<file path="config.mk">
export PLATFORM = sky130hd
export DESIGN_NAME = uart_mem_dump_flat
export DESIGN_NICKNAME = d
export VERILOG_FILES = /design/src/rtl/uart_mem_dump_if.sv /design/src/rtl/uart_mem_dump.sv /design/src/flat_wrapper.sv
export SDC_FILE = /design/constraint.sdc
export NUM_CORES = 1
export LEC_CHECK = 0
export ABC_AREA = 1
export CORE_MARGIN = 2
export CORE_UTILIZATION = 45
export CTS_CLUSTER_SIZE = 30
export DETAILED_ROUTE_END_ITERATION = 10
export PLACE_DENSITY = 0.7
export SLEW_MARGIN = 20
export SYNTH_ARGS = -nofsm -noshare
export SYNTH_HDL_FRONTEND = slang
export SYNTH_SLANG_ARGS = --single-unit
</file>
<file path="constraint.sdc">
create_clock -name clk -period 4 [get_ports clk]
set_clock_uncertainty 0.2 [all_clocks]
set_input_delay 1.2 -clock clk [delete_from_list [all_inputs] [get_ports clk]]
set_output_delay 1.2 -clock clk [all_outputs]
set_load 0.03 [all_outputs]
</file>
<file path="src/rtl/uart_mem_dump_if.sv">
// Port bundle between the SRAM dump engine (slave) and its host/SRAM/serial side (master).
interface uart_mem_dump_if #(
    parameter int DEPTH  = 1024,
    parameter int ADDR_W = $clog2(DEPTH)
);
    logic              start;
    logic [ADDR_W-1:0] start_addr;
    logic [ADDR_W:0]   word_count;
    logic              mem_rd_en;
    logic [ADDR_W-1:0] mem_addr;
    logic [31:0]       mem_rdata;
    logic              uart_tx_pin;
    logic              busy;
    logic              done;
    logic [7:0]        cur_byte;

    modport slave (
        input  start, start_addr, word_count, mem_rdata,
        output mem_rd_en, mem_addr, uart_tx_pin, busy, done, cur_byte
    );

    modport master (
        output start, start_addr, word_count, mem_rdata,
        input  mem_rd_en, mem_addr, uart_tx_pin, busy, done, cur_byte
    );
endinterface

</file>
<file path="src/rtl/uart_mem_dump.sv">
// Streams a window of the 1Kx32 program SRAM out as 8N1 UART bytes, least-significant byte first.
// Define UART_DUMP_HEADER_EN to prefix every non-empty dump with the loader sync byte 0x53.
module uart_mem_dump #(
    parameter int  CLKS_PER_BIT = 104,
    parameter int  DEPTH        = 1024,
    localparam int ADDR_W       = $clog2(DEPTH),
    localparam int BAUD_W       = $clog2(CLKS_PER_BIT)
) (
    input  logic           clk,
    input  logic           RST,
    uart_mem_dump_if.slave bus
);
    typedef enum logic [2:0] {IDLE, READ, LATCH, TX_START, TX_DATA, TX_STOP, DONE} state_t;

    localparam logic [7:0]        SYNC_BYTE   = 8'h53;
    localparam logic [BAUD_W-1:0] BAUD_RELOAD = BAUD_W'(CLKS_PER_BIT - 1);

    state_t            state_q, state_d;
    logic [ADDR_W-1:0] addr_q, addr_d;
    logic [ADDR_W:0]   remain_q, remain_d;
    logic [31:0]       word_q, word_d;
    logic [1:0]        idx_q, idx_d;
    logic [2:0]        bit_q, bit_d;
    logic [BAUD_W-1:0] baud_q, baud_d;
    logic              zero_q, zero_d;
    logic              hdr_q, hdr_d;
    logic              bit_adv;
    logic              tick;

    logic              tx_q, tx_d;
    logic              busy_q, busy_d;
    logic              done_q, done_d;
    logic              rd_q, rd_d;
    logic [7:0]        cur_q, cur_d;
    logic [7:0]        word_bytes [4];

    assign tick = (baud_q == '0);

    genvar gi;
    for (gi = 0; gi < 4; gi++) begin : g_bytes
        assign word_bytes[gi] = word_d[8*gi +: 8];
    end

    always_comb begin
        state_d  = state_q;
        addr_d   = addr_q;
        remain_d = remain_q;
        word_d   = word_q;
        idx_d    = idx_q;
        bit_d    = bit_q;
        zero_d   = zero_q;
        hdr_d    = hdr_q;
        bit_adv  = 1'b0;
        case (state_q)
            IDLE: begin
                zero_d = 1'b0;
                hdr_d  = 1'b0;
                if (bus.start) begin
                    addr_d   = bus.start_addr;
                    remain_d = bus.word_count;
                    if (bus.word_count == '0) begin
                        zero_d  = 1'b1;
                        state_d = DONE;
                    end else begin
`ifdef UART_DUMP_HEADER_EN
                        hdr_d   = 1'b1;
                        idx_d   = 2'd0;
                        state_d = TX_START;
`else
                        state_d = READ;
`endif
                    end
                end
            end
            READ:  state_d = LATCH;
            LATCH: begin
                word_d  = bus.mem_rdata;
                idx_d   = 2'd0;
                state_d = TX_START;
            end
            TX_START: begin
                if (tick) begin
                    bit_d   = 3'd0;
                    state_d = TX_DATA;
                end
            end
            TX_DATA: begin
                if (tick) begin
                    if (bit_q == 3'd7) begin
                        state_d = TX_STOP;
                    end else begin
                        bit_d   = bit_q + 3'd1;
                        bit_adv = 1'b1;
                    end
                end
            end
            TX_STOP: begin
                if (tick) begin
                    if (hdr_q) begin
                        hdr_d   = 1'b0;
                        state_d = READ;
                    end else if (idx_q != 2'd3) begin
                        idx_d   = idx_q + 2'd1;
                        state_d = TX_START;
                    end else if (remain_q > (ADDR_W+1)'(1)) begin
                        remain_d = remain_q - (ADDR_W+1)'(1);
                        // Explicit wrap keeps non-power-of-two depths inside the array.
                        addr_d   = (addr_q == ADDR_W'(DEPTH - 1)) ? '0 : addr_q + ADDR_W'(1);
                        state_d  = READ;
                    end else begin
                        state_d = DONE;
                    end
                end
            end
            DONE:    state_d = IDLE;
            default: state_d = IDLE;
        endcase
    end

    // Outputs are computed from the next state so every port comes straight from a flop.
    always_comb begin
        cur_d = cur_q;
        if (state_d == TX_START) begin
            cur_d = hdr_d ? SYNC_BYTE : word_bytes[idx_d];
        end
        case (state_d)
            TX_START: tx_d = 1'b0;
            TX_DATA:  tx_d = cur_d[bit_d];
            default:  tx_d = 1'b1;
        endcase
        rd_d   = (state_d == READ);
        done_d = (state_d == DONE);
        busy_d = (state_d != IDLE) && !((state_d == DONE) && zero_d);
        baud_d = baud_q;
        if ((state_d != state_q) || bit_adv) begin
            baud_d = BAUD_RELOAD;
        end else if (!tick) begin
            baud_d = baud_q - BAUD_W'(1);
        end
    end

    always_ff @(posedge clk or posedge RST) begin
        if (RST) begin
            state_q  <= IDLE;
            addr_q   <= '0;
            remain_q <= '0;
            word_q   <= '0;
            idx_q    <= '0;
            bit_q    <= '0;
            baud_q   <= '0;
            zero_q   <= 1'b0;
            hdr_q    <= 1'b0;
            tx_q     <= 1'b1;
            busy_q   <= 1'b0;
            done_q   <= 1'b0;
            rd_q     <= 1'b0;
            cur_q    <= '0;
        end else begin
            state_q  <= state_d;
            addr_q   <= addr_d;
            remain_q <= remain_d;
            word_q   <= word_d;
            idx_q    <= idx_d;
            bit_q    <= bit_d;
            baud_q   <= baud_d;
            zero_q   <= zero_d;
            hdr_q    <= hdr_d;
            tx_q     <= tx_d;
            busy_q   <= busy_d;
            done_q   <= done_d;
            rd_q     <= rd_d;
            cur_q    <= cur_d;
        end
    end

    assign bus.uart_tx_pin = tx_q;
    assign bus.busy        = busy_q;
    assign bus.done        = done_q;
    assign bus.mem_rd_en   = rd_q;
    assign bus.mem_addr    = addr_q;
    assign bus.cur_byte    = cur_q;
endmodule

</file>
<file path="src/flat_wrapper.sv">
// flat-port wrapper written by rule: the top's interface ports become plain ports
module uart_mem_dump_flat 
#(
    parameter int  CLKS_PER_BIT = 104,
    parameter int  DEPTH        = 1024,
    localparam int ADDR_W       = $clog2(DEPTH),
    localparam int BAUD_W       = $clog2(CLKS_PER_BIT)
)
  (clk, RST, bus_start, bus_start_addr, bus_word_count, bus_mem_rdata, bus_mem_rd_en, bus_mem_addr, bus_uart_tx_pin, bus_busy, bus_done, bus_cur_byte);
  uart_mem_dump_if #(.DEPTH(DEPTH)) bus_i ();
  input  logic clk;
  input  logic RST;
  input wire logic [$bits(bus_i.start)-1:0] bus_start;
  input wire logic [$bits(bus_i.start_addr)-1:0] bus_start_addr;
  input wire logic [$bits(bus_i.word_count)-1:0] bus_word_count;
  input wire logic [$bits(bus_i.mem_rdata)-1:0] bus_mem_rdata;
  output wire logic [$bits(bus_i.mem_rd_en)-1:0] bus_mem_rd_en;
  output wire logic [$bits(bus_i.mem_addr)-1:0] bus_mem_addr;
  output wire logic [$bits(bus_i.uart_tx_pin)-1:0] bus_uart_tx_pin;
  output wire logic [$bits(bus_i.busy)-1:0] bus_busy;
  output wire logic [$bits(bus_i.done)-1:0] bus_done;
  output wire logic [$bits(bus_i.cur_byte)-1:0] bus_cur_byte;
  assign bus_i.start = bus_start;
  assign bus_i.start_addr = bus_start_addr;
  assign bus_i.word_count = bus_word_count;
  assign bus_i.mem_rdata = bus_mem_rdata;
  assign bus_mem_rd_en = bus_i.mem_rd_en;
  assign bus_mem_addr = bus_i.mem_addr;
  assign bus_uart_tx_pin = bus_i.uart_tx_pin;
  assign bus_busy = bus_i.busy;
  assign bus_done = bus_i.done;
  assign bus_cur_byte = bus_i.cur_byte;
  uart_mem_dump #(.CLKS_PER_BIT(CLKS_PER_BIT), .DEPTH(DEPTH)) u_core (.clk(clk), .RST(RST), .bus(bus_i));
endmodule
</file>
==> impl_metrics.tcl, run 1 <==
set metrics [dict create \
    outcome "finished, final reports clean" \
    syn2layout_area_growth_pct 23.8 \
    post_route_cells_drive_above_1_share_pct 6.40 \
    ys.flop_type "dfrtp_1" \
    final_nets 759 \
    setup_violations 0 \
    clockBufferDepth 2 \
    reg2reg_from "u_core.baud_q[0]" \
    wl_met2_um 5390 \
    finalWeightedCongestion 0.905 \
    period_share_pct 78.4 \
    cp-start-kind "flip-flop" \
    fp.coreArea_um2 9820 \
    slew_viol_final 0 \
    drt_first_iter_violations 163 \
    cts_max_level 3 \
    finalHoldViolCount 0 \
    critPathArrivalTime_ps 3230 \
    slew_headroom_pct 60.3 \
    maxCapViolations 0 \
    critical_path.most_common_cell "nand2_1" \
    hold_class "flip-flop to flip-flop" \
    r2r_slack_ps 870 \
    synth.top_cell.area_share_pct 44.5 \
    synth_edf_count 0 \
    syn_nets 684 \
    avgSynthCellArea_um2 7.31 \
    crit_family "simple AND/OR/NAND/NOR gates" \
    grt_pass1_wl_um 19200 \
    r2r_end "u_core.bus.uart_tx_pin" \
    crit_required_ps 4090 \
    wl_met3_um 355 \
    grt_pass1_vias 4268 \
    grt_max_degree 58 \
    seq_area_frac_synth_pct 45.1 \
    critical_path_buf_inv_count 3 \
    syn_area_um2 4560 \
    top_layer "met4" \
    overflow 0 \
    crit_slowest_cell "nor2_2" \
    yosys-top-cells-area "dfrtp_1 (44%), nand2_1 (17%), inv_1 (6.5%)" \
    async_flop_share_pct 100 \
    critical_path_class "flip-flop to flip-flop" \
    worstHoldEndpoint "u_core.word_q[17]" \
    dp_hpwl_um 8010 \
    cp_cell_sequence "inv_1, ha_1, nand3_1, nor2_2, nand2_1, inv_1, nand2_1, o21ai_2, inv_2, nand3_1, nand2_1, nand2_1, nand2_1, nand2_1, nand3_1, nand2_1, nand2_1, nand2_1, nand2_1, nand2_1" \
    synth_warnings 0 \
    tns_ps 0 \
    root_buffer "clkbuf_8" \
    p_leak_uw 0.00269 \
    fp.dieH_um 105 \
    ctsHoldBuffers 0 \
    peakVddDrop_v 0.000294 \
    worstMarginPinSlew_ps 594 \
    fmax_mhz 319 \
    cp-end-kind "flip-flop" \
    start_util_pct 46.4 \
    drt-vias-per-instance 5.04 \
    core.rowCount 36 \
    antenna_found_initial 0 \
    drc 0 \
    ant_nets 0 \
    clk_pin_slew_worst_paths_ps 90 \
    tritoncts "built" \
    grt.total_usage_pct 21.2 \
    clock_sinks 82 \
    dpl-instance-area_um2 5450 \
    p_per_area_nw_per_um2 582 \
    min_path_cells 2 \
    post_drt_wl_per_cell_um 13.2 \
    clk_latency_ps 360 \
    ctsResizeCount 0 \
    routed_wl_um 11000 \
    min_from "u_core.word_q[17]" \
    diodes 0 \
    fin_area_um2 5640 \
    pin_count 78 \
    numCtsBuffers 9 \
    critical_path.max_fanout 13 \
    fin_crit_ps 3130 \
    vias 4213 \
    synth_area_leader_cell "dfrtp_1" \
    synth_cell_type_count 43 \
    ys_ff_latch 82 \
    portBuffers 77 \
    firstDrtPassIters 5 \
    cp_slowest_stage_delay_ps 430 \
    wl_met1_um 5140 \
    synth_cells 623 \
    ff2ff_path_depth 20 \
    post_cts_buffers 0 \
    die_x_um 105 \
    dieArea_um2 10900 \
    rsz0062_at_grt "no" \
]
-- power by group --
part           internal, uW  total (uW)  switching (uW)
Clock                   256         589             333
Sequential             1160        1350             196
Combinational           545        1340             798
-- registers in the layout (all words and copies together) (netlist names), 2 cells and up --
name and count:
u_core.bus.cur_byte 8, u_core.word_q 32, u_core.remain_q 11, u_core.bus.mem_addr 10
u_core.state_q 3, u_core.idx_q 2, u_core.bit_q 3, u_core.baud_q 7
-- per-stage QoR --
step	setup WS, ps	hold WS, ps	power (uW)	cells	util [%]
floorplan	493	238	2250	623	-
CTS	870	281	3310	836	57.4
detailed placement	520	255	2710	820	55.5
global placement	548	251	2670	820	55.5
global route	503	303	3560	836	57.4
finish	866	283	3280	836	57.4
-- cell families after synthesis --
| kind of cell | share of synthesized area [%] |
|---|---|
| adder cells (fa/ha/maj) | 1.37 |
| AND/OR/NAND/NOR | 32.0 |
| AO/OA/AOI/OAI | 11.8 |
| flip-flops | 45.1 |
| buffers and inverters | 8.98 |
| XOR/XNOR | 0.769 |
-- final cells by class --
class,instances,area [um^2]
timing repair buffer,81,813
tap,133,166
inverter,85,320
sequential,82,2050
fill,979,4180
multi-input combinational,439,2090
clock buffer,10,138
clock inverter,6,55.1
-- cell usage after synthesis, drive strengths merged (2+ instances only) --
| cell type | n |
|---|---|
| inv | 85 |
| buf | 10 |
| nand3 | 48 |
| o211ai | 3 |
| a21oi | 18 |
| or2 | 17 |
| xor2 | 4 |
| nand3b | 2 |
| dfrtp | 81 |
| a31oi | 3 |
| a21boi | 2 |
| nand4 | 3 |
| nor2 | 45 |
| nand2 | 207 |
| ha | 5 |
| a22oi | 8 |
| clkbuf | 7 |
| o21ai | 52 |
| nor3 | 12 |
| o31ai | 2 |
-- worst reg2reg max path, cell delays in order (launching register included) --
cell     delay [ps]
dfrtp_1         390
inv_1           100
ha_1            220
nand3_1         120
nor2_2          430
nand2_1         200
inv_1           150
nand2_1          70
o21ai_2         210
inv_2           200
nand3_1         140
nand2_1         100
nand2_1          90
nand2_1          60
nand2_1          60
nand3_1          60
nand2_1          80
nand2_1          40
nand2_1          60
nand2_1          50
nand2_1          50
-- layer usage --
metal | GRT usage (%) | up-vias
li1 | - | 2133
met2 | 37.1 | 76
met3 | 4.68 | 10
met1 | 26.6 | 1994
met5 | 0 | -
met4 | 5.62 | 0
-- worst max-delay path by stage --
stage,cells after the start,to,slack [ps],startpoint
global placement,19,u_core.bus.uart_tx_pin,550,bus_word_count[6]
finish,20,u_core.bus.uart_tx_pin,870,u_core.baud_q[0]
global route,20,u_core.bus.uart_tx_pin,500,u_core.baud_q[0]
floorplan,1,u_core.baud_q[0],490,RST
detailed placement,19,u_core.bus.uart_tx_pin,520,bus_word_count[6]
CTS,20,u_core.bus.uart_tx_pin,870,u_core.baud_q[0]
-- layout by cell type (no fill, tap or decap), types with 3 or more instances in the layout --
| cell | synthesis | final |
|---|---|---|
| nand2_1 | 203 | 203 |
| dfrtp_1 | 81 | 81 |
| inv_1 | 79 | 78 |
| clkdlybuf4s50_1 | 0 | 77 |
| nand3_1 | 46 | 46 |
| nor2_1 | 40 | 40 |
| o21ai_0 | 35 | 35 |
| a21oi_1 | 17 | 17 |
| o21ai_1 | 16 | 16 |
| or2_1 | 14 | 14 |
| nor3_1 | 12 | 12 |
| clkbuf_8 | 0 | 10 |
| a22oi_1 | 8 | 8 |
| inv_2 | 6 | 6 |
| ha_1 | 5 | 5 |
| xor2_1 | 4 | 4 |
| nor2_2 | 3 | 3 |
| a31oi_1 | 3 | 3 |
| or2_2 | 3 | 3 |
| nand4_1 | 3 | 3 |
| o211ai_1 | 3 | 3 |
| inv_6 | 0 | 3 |
| buf_4 | 1 | 3 |
Power figures use the tool's default switching activity.
==> inputs of run 2 (changes only) <==
==> constraint.sdc (replaced) <==
create_clock -name clk -period 2.9 [get_ports clk]
set_clock_uncertainty 0.2 [all_clocks]
set_input_delay 0.87 -clock clk [delete_from_list [all_inputs] [get_ports clk]]
set_output_delay 0.87 -clock clk [all_outputs]
set_load 0.03 [all_outputs]
==> impl_metrics.tcl, run 2 (synthesis gave the netlist of run 1 again) <==
set metrics [dict create \
    finalHoldViolCount 0 \
    cp_slowest_stage_delay_ps 390 \
    cts_max_level 3 \
    outcome "finished, final reports clean" \
    grt_pass1_wl_um 19000 \
    drt_first_iter_violations 188 \
    clock_sinks 82 \
    peakVddDrop_v 0.000564 \
    fp.dieH_um 105 \
    critical_path.most_common_cell "nand2_1" \
    maxCapViolations 0 \
    r2r_slack_ps 230 \
    rsz0062_at_grt "no" \
    clk_latency_ps 360 \
    crit_slowest_cell "dfrtp_1" \
    pin_count 78 \
    grt.total_usage_pct 20.8 \
    die_x_um 105 \
    ant_nets 0 \
    p_per_area_nw_per_um2 782 \
    firstDrtPassIters 5 \
    fmax_mhz 374 \
    core.rowCount 36 \
    tritoncts "built" \
    multi_input_area_um2 2190 \
    post_drt_wl_per_cell_um 13.0 \
    worstMarginPinSlew_ps 480 \
    regArea_um2 2050 \
    dp_hpwl_um 8290 \
    overflow 0 \
    finalWeightedCongestion 0.836 \
    routed_wl_um 11400 \
    stdcell_count 875 \
    cp-end-kind "flip-flop" \
    antenna_found_initial 0 \
    post_route_cells_drive_above_1_share_pct 12.8 \
    fill_cells 918 \
    top_register "u_core.word_q" \
    vias 4383 \
    cp-start-kind "flip-flop" \
    drt-vias-per-instance 5.01 \
    grt_pass1_vias 4225 \
    critical_path_class "flip-flop to flip-flop" \
    drc 0 \
    portBuffers 77 \
    setup_violations 0 \
    cp_cell_sequence "inv_1, ha_1, nand3_1, nor2_4, buf_4, nand4_1, nand2_1, nor2_2, nand2_4, nand2_8, nor2_8, nand2_1, nand3_1, nand3_2, nand2_1, nand2_1, nand2_1, nand2_1, nand2_1" \
    root_buffer "clkbuf_8" \
    crit_required_ps 3000 \
    numCtsBuffers 9 \
    critical_path.max_fanout 10 \
    power_uw 4740 \
    slew_viol_final 0 \
    placedCellCount 853 \
    layout_commonest_cell "nand2_1" \
    clockBufferDepth 2 \
    critical_path_buf_inv_count 2 \
    syn2layout_area_growth_pct 33.0 \
    grt_max_degree 37 \
    dieArea_um2 10900 \
    p_leak_uw 0.00297 \
    start_util_pct 46.4 \
    final_cell_mix "nand2_1 (200), dfrtp_1 (81), inv_1 (78), clkdlybuf4s50_1 (67), nand3_1 (44)" \
    diodes 0 \
    hold_class "flip-flop to flip-flop" \
    slew_headroom_pct 67.9 \
    critPathArrivalTime_ps 2770 \
    largest_reg_flops 32 \
    clk_pin_slew_worst_paths_ps 90 \
    fin_crit_ps 2670 \
    crit_family "simple AND/OR/NAND/NOR gates" \
    fp.coreArea_um2 9820 \
    final_nets 798 \
    ctsHoldBuffers 0 \
    period_share_pct 92.2 \
]
-- run 2: path summary, 6_finish.rpt --
kind / startpoint / endpoint / depth (start not counted)
worst max-delay path: u_core.baud_q[0] / u_core.bus.uart_tx_pin / 19
worst min-delay path: u_core.word_q[20] / u_core.word_q[20] / 2
max in group asynchronous: RST / u_core.bus.uart_tx_pin / 3
worst max register to register: u_core.baud_q[0] / u_core.bus.uart_tx_pin / 19
worst min register to register: u_core.word_q[20] / u_core.word_q[20] / 2
min in group asynchronous: RST / u_core.word_q[14] / 2
-- run 2: through the flow --
step | cell area (um^2) | util (%) | setup WS (ps) | hold WS (ps) | setup TNS, ps
final | 6060 | 61.7 | 225 | 279 | 0
after global routing | 6060 | 61.7 | 1.32 | 305 | 0
after CTS | 5920 | 60.3 | 152 | 281 | 0
after detailed placement | 5710 | 58.2 | -221 | 258 | -990
after global placement | 5710 | 58.2 | -177 | 251 | -543
after floorplan | 4560 | - | 466 | 238 | 0
-- run 2: routing by layer --
layer | vias up | global-route usage (%) | part of all wire, %
met4 | 0 | 4.57 | 1.1
met3 | 13 | 3.99 | 5.1
met1 | 2041 | 27.0 | 45
met5 | - | 0 | 0
met2 | 116 | 36.3 | 49
li1 | 2213 | - | -
-- run 2: report_power, final --
group,switching [uW],internal [uW],leakage [uW]
clock network,472,415,0.000103
logic,1140,854,0.00191
registers,265,1600,0.000963
total,1870,2870,0.00297
-- run 2: layout make-up --
type                       instances  area share (%)
inverter                          85            5.33
clock inverter                     7            1.38
multi-input combinational        442            36.1
timing repair buffer             117            18.5
tap                              133            2.75
clock buffer                       9            2.04
sequential                        82            33.9
-- run 2: worst min-delay path, cell delays in order (launching register included) --
cell and delay (ps):
dfrtp_1 340, nand2_1 50, nand2_1 60
-- run 2: repair_timing --
action                                  in CTS  in global routing
endpoints found under the setup margin       0                  1
buffers inserted                             0                  3
resized for setup                            0                 26
